File: config.mk
export PLATFORM = sky130hd
export DESIGN_NAME = seg7_scan_controller
export DESIGN_NICKNAME = d
export VERILOG_FILES = /design/src/rtl/seg7_scan_controller.sv
export SDC_FILE = /design/constraint.sdc
export NUM_CORES = 1
export LEC_CHECK = 0
export ABC_CLOCK_PERIOD_IN_PS = 3700
export BUFFER_PORTS_ARGS = -buffer_cell sky130_fd_sc_hd__clkbuf_2
export CAP_MARGIN = 15
export CORE_UTILIZATION = 50
export CTS_CLUSTER_SIZE = 25
export DETAILED_ROUTE_END_ITERATION = 8
export GPL_ROUTABILITY_DRIVEN = 1
export PLACE_DENSITY = 0.71
export SYNTH_ARGS = -nofsm -noshare
export SYNTH_HDL_FRONTEND = slang
export SYNTH_SLANG_ARGS = --single-unit
File: constraint.sdc
create_clock -name clk -period 3.7 [get_ports clk]
set_clock_uncertainty 0.1 [all_clocks]
set_input_delay 0.74 -clock clk [delete_from_list [all_inputs] [get_ports clk]]
set_output_delay 0.74 -clock clk [all_outputs]
set_load 0.03 [all_outputs]
File: src/rtl/seg7_scan_controller.sv
// seg7_scan_controller: multiplexed BCD 7-segment scanner with blanking gaps, frame-synchronous updates and leading-zero blanking
module seg7_scan_controller #(
  parameter int NUM_DIGITS   = 4,
  parameter int ON_CYCLES    = 1000,
  parameter int BLANK_CYCLES = 16
) (
  input  logic                    clk,
  input  logic                    rst,
  input  logic                    en,
  input  logic                    lz_blank,
  input  logic                    load_valid,
  input  logic [4*NUM_DIGITS-1:0] load_data,
  output logic                    load_ready,
  output logic [6:0]              seg,
  output logic [NUM_DIGITS-1:0]   digit_en,
  output logic                    frame_start
);
  localparam int MAXC = (ON_CYCLES > BLANK_CYCLES) ? ON_CYCLES : BLANK_CYCLES;
  localparam int CW   = $clog2(MAXC + 1);
  localparam int IW   = $clog2(NUM_DIGITS);
  localparam logic [6:0] SEG_TAB [16] = '{7'h7E, 7'h30, 7'h6D, 7'h79, 7'h33, 7'h5B, 7'h5F, 7'h70,
                                          7'h7F, 7'h7B, 7'h00, 7'h00, 7'h00, 7'h00, 7'h00, 7'h00};
  typedef enum logic {S_BLANK, S_ON} state_t;
  state_t                  r_state, w_nstate;
  logic [CW-1:0]           r_cnt, w_ncnt;
  logic [IW-1:0]           r_idx, w_nidx;
  logic [4*NUM_DIGITS-1:0] r_active, r_pend, w_nact;
  logic                    r_flag, w_nflag, r_ready, r_fs;
  logic [6:0]              r_seg;
  logic [NUM_DIGITS-1:0]   r_den;
  logic                    w_on_last, w_bl_last, w_boundary, w_accept, w_apply, w_hide;
  logic [3:0]              w_nib;
  // Output registers are loaded from next-state values so they line up with the state they describe.
  always_comb begin
    w_on_last  = (r_state == S_ON) && (r_cnt == CW'(ON_CYCLES - 1));
    w_bl_last  = (r_state == S_BLANK) && (r_cnt == CW'(BLANK_CYCLES - 1));
    w_boundary = en && w_on_last && (r_idx == IW'(NUM_DIGITS - 1));
    w_accept   = load_valid && r_ready;
    // While the scan is stopped nothing is on screen, so a pending value can go live at once.
    w_apply    = r_flag && (w_boundary || !en);
    w_nflag    = w_accept ? 1'b1 : w_apply ? 1'b0 : r_flag;
    w_nact     = w_apply ? r_pend : r_active;
    w_nstate   = !en ? S_BLANK : w_on_last ? S_BLANK : w_bl_last ? S_ON : r_state;
    w_ncnt     = (!en || w_on_last || w_bl_last) ? '0 : r_cnt + CW'(1);
    w_nidx     = !en ? '0 : w_on_last ? ((r_idx == IW'(NUM_DIGITS - 1)) ? '0 : r_idx + IW'(1)) : r_idx;
    w_nib      = w_nact[{w_nidx, 2'b00} +: 4];
    // A digit is a leading zero when it and every more significant nibble are zero.
    w_hide     = lz_blank && (w_nidx != '0) && ((w_nact >> {w_nidx, 2'b00}) == '0);
  end
  always_ff @(posedge clk or posedge rst) begin
    if (rst) begin
      r_state  <= S_BLANK;
      r_cnt    <= '0;
      r_idx    <= '0;
      r_active <= '0;
      r_pend   <= '0;
      r_flag   <= 1'b0;
      r_ready  <= 1'b1;
      r_fs     <= 1'b0;
      r_seg    <= '0;
      r_den    <= '0;
    end else begin
      r_state  <= w_nstate;
      r_cnt    <= w_ncnt;
      r_idx    <= w_nidx;
      r_active <= w_nact;
      r_pend   <= w_accept ? load_data : r_pend;
      r_flag   <= w_nflag;
      r_ready  <= !w_nflag;
      r_fs     <= w_boundary;
      r_den    <= (w_nstate == S_ON) ? NUM_DIGITS'(1) << w_nidx : '0;
      r_seg    <= (w_nstate == S_ON && !w_hide) ? SEG_TAB[w_nib] : '0;
    end
  end
  assign load_ready  = r_ready;
  assign seg         = r_seg;
  assign digit_en    = r_den;
  assign frame_start = r_fs;
endmodule

==> run summary <==
Place WS -> 0.0758 ns
grt ovf -> 0
mean post-synth cell area -> 11.1 um2
placed insts -> 376
Top Metal Used -> met4
EDFF count, synth -> 0
final worst slack -> 0.242 ns
fin cells -> 392
post-layout util -> 0.624
Final period util -> 0.935
Worst Tran Pin Value -> 0.675 ns
Overall Power -> 1.89 mW
sw frac -> 0.303
area delta synth->final -> 17.8%
Layout Nets -> 343
row count -> 27
Via Count -> 2221
drt first pass iters -> 4
Worst EP arrival -> 3.54 ns
core area -> 5610 um2
vias in the first global route -> 2229
Syn Nets -> 295
WP data required -> 3.79 ns
die height -> 79.1 um
Avg WL per Cell -> 15.1 um
clk sinks -> 59
fillers -> 481
Root Driver -> clkbuf_8
Avg Vias per Cell -> 5.67
worst r2r path cells -> 12
Pint -> 1.32 mW
Total GRT Usage -> 0.218
port bufs -> 33
P_sw -> 573 uW
Detail Placement HPWL -> 4400 um
largest net degree at the start of global routing -> 32
maximum buffer depth of the clock tree -> 2
Setup violations, final -> 0
clock latency on the worst-skew pair -> 0.33 ns
met3 wire length -> 288 um
chip width -> 79.1 um
TritonCTS clock tree -> yes
Crit Path Class -> reg2reg
Final GP Congestion -> 0.910
outcome -> finished, final reports clean
ranking of synthesized cells by area -> dfrtp_1 49%, mux2_2 10%, mux2i_1 3.4%, ha_1 2.9%, nor2_1 2.5%
initial drt markers -> 113
final antenna-violating net count -> 0
global-route wire length before repair -> 10300 um
fmax -> 0.289 GHz
mapped cell area -> 2970 um2
Synth Flop Type -> dfrtp_1
sequential fraction of the synthesis area -> 0.497
Hold Crit Class -> in2async
Die Area -> 6260 um2
starting density of the core -> 0.530
Comb pwr share -> 0.249
final hold vios -> 0
Yosys Warn Count -> 0
H-tree depth -> 3
Lkg Pwr -> 1.61 nW
routed metal-1 wire length -> 2730 um
share of power burned in registers -> 0.452
layout cells sized above 1 -> 0.322
num ports -> 34
Max-slew headroom -> 0.549
area leader, netlist -> dfrtp_1
Critical Path Sink Type -> flop
ant diodes -> 0
initial antenna violation count -> 0
Async SR Flop Fraction -> 1.00
Max VDD drop -> 0.000328 V
clock network power share -> 0.299
Period minus WS final -> 3.46 ns
Area after DPL -> 3270 um2
Final Cell Area -> 3500 um2
clock slew at reported path FFs -> 0.06 ns
residual DRC count -> 0
post-synth top area share -> 0.488
CP Launch Type -> flop
Power Density -> 539 nW/um2
Cells after Synth -> 267
synthesized flop and latch total -> 59
Netlist cell types -> 52
CTS buffer count -> 9
maxcap violations -> 0
met2 wire length -> 2750 um
final WL -> 5930 um
final-report max-slew violation count -> 0
crit path max fanout -> 6
synth_stat cells (2+ instances only):
| cell type | n |
|---|---|
| nand2b_1 | 3 |
| a31oi_1 | 2 |
| nand3_1 | 12 |
| clkbuf_1 | 5 |
| inv_1 | 11 |
| xnor2_1 | 4 |
| xor2_1 | 5 |
| o21a_1 | 4 |
| dfrtp_1 | 58 |
| o21ai_0 | 14 |
| nor4_1 | 5 |
| mux2i_1 | 10 |
| mux2_2 | 27 |
| buf_6 | 2 |
| nor2_1 | 20 |
| a21o_1 | 2 |
| ha_1 | 7 |
| o211ai_1 | 3 |
| nor2b_1 | 2 |
| a211oi_2 | 2 |
| a41oi_1 | 2 |
| a21oi_1 | 6 |
| nor3_1 | 9 |
| nand2_1 | 19 |
| and3_1 | 3 |
| a211oi_1 | 4 |
state kept, by name (all words and copies together), names as in the netlist:
register,cells
seg,7
r_pend,16
load_ready,1
r_state,1
digit_en,4
r_active,16
r_cnt,10
r_idx,2
frame_start,1
r_flag,1
layout make-up:
type | count | area (um2) | share of cell area
flip-flops and latches | 59 | 1480 | 0.422
inverters | 13 | 61.3 | 0.0175
clock buffers | 11 | 141 | 0.0404
clock inverters | 5 | 52.6 | 0.0150
well taps | 72 | 90.1 | 0.0257
repair buffers | 44 | 251 | 0.0718
multi-input cells | 188 | 1430 | 0.407
metrics by stage:
stage,TNS [ns],hold WS [ns]
global placement,0,0.371
floorplan,0,0.355
CTS,0,0.359
finish,0,0.346
detailed placement,0,0.380
global route,-0.0230,0.405
kinds of logic (layout without fill, tap and decap cells):
logic type | count (synthesis) | in the layout | share of synthesized area
compound gates | 51 | 51 | 0.126
flops | 59 | 59 | 0.497
mux | 37 | 37 | 0.136
xor+xnor | 9 | 9 | 0.0265
fa+ha+maj | 7 | 7 | 0.0295
buf+inv | 20 | 73 | 0.0345
simple gates | 84 | 84 | 0.150
final timing paths:
check,start,end,slack [ns]
min,rst,r_active[1]$_DFF_PP0_,0.35
min in group clk,r_cnt[0]$_DFF_PP0_,r_cnt[0]$_DFF_PP0_,0.39
max,r_idx[0]$_DFF_PP0_,seg[4]$_DFF_PP0_,0.24
max reg2reg,r_idx[0]$_DFF_PP0_,seg[4]$_DFF_PP0_,0.24
max in group asynchronous,rst,load_ready$_DFF_PP1_,2.32
min reg2reg,r_cnt[0]$_DFF_PP0_,r_cnt[0]$_DFF_PP0_,0.39
power by group through the flow:
stage                     combinational, mW  clock (mW)  sequential, mW
after floorplan                       0.356           0           0.829
after global placement                0.450           0           0.859
after detailed placement              0.458           0           0.863
after CTS                             0.460       0.581           0.851
after global routing                  0.524       0.608           0.868
final                                 0.470       0.565           0.853
worst max-delay path, stage by stage, from the launching register on:
cell and delay [ns]:
dfrtp_1 0.45, ha_1 0.30, or4_4 0.59, o211ai_1 0.27, o211ai_1 0.15, a22o_1 0.24
inv_1 0.10, ha_1 0.19, nand2_1 0.11, a311oi_2 0.28, a41oi_2 0.10, a211oi_4 0.35
a211oi_1 0.09
cells in the final DEF, fill, tap and decap left out, types with 4 or more instances in the layout:
cell type,count
buf_4,10
nand3_1,12
mux2i_1,10
xnor2_1,4
o21ai_0,14
xor2_1,5
nor3_1,8
clkbuf_2,33
a21oi_1,6
mux2_2,27
ha_1,7
inv_1,10
dfrtp_1,58
a211oi_1,4
nor2_1,20
nand2_1,19
clkbuf_8,10
nor4_1,5
per-layer routing:
layer  track usage  up-vias
met5             0        -
met4         0.124        0
met3        0.0425       15
met2         0.342       59
met1         0.281     1078
li1              -     1069
timing repair:
item / in CTS / in global routing
setup buffers: 0 / 0
setup endpoints to repair: 0 / 7
hold buffers: 0 / 0
resized for setup: 0 / 7
(Power assumes the default switching activity.)
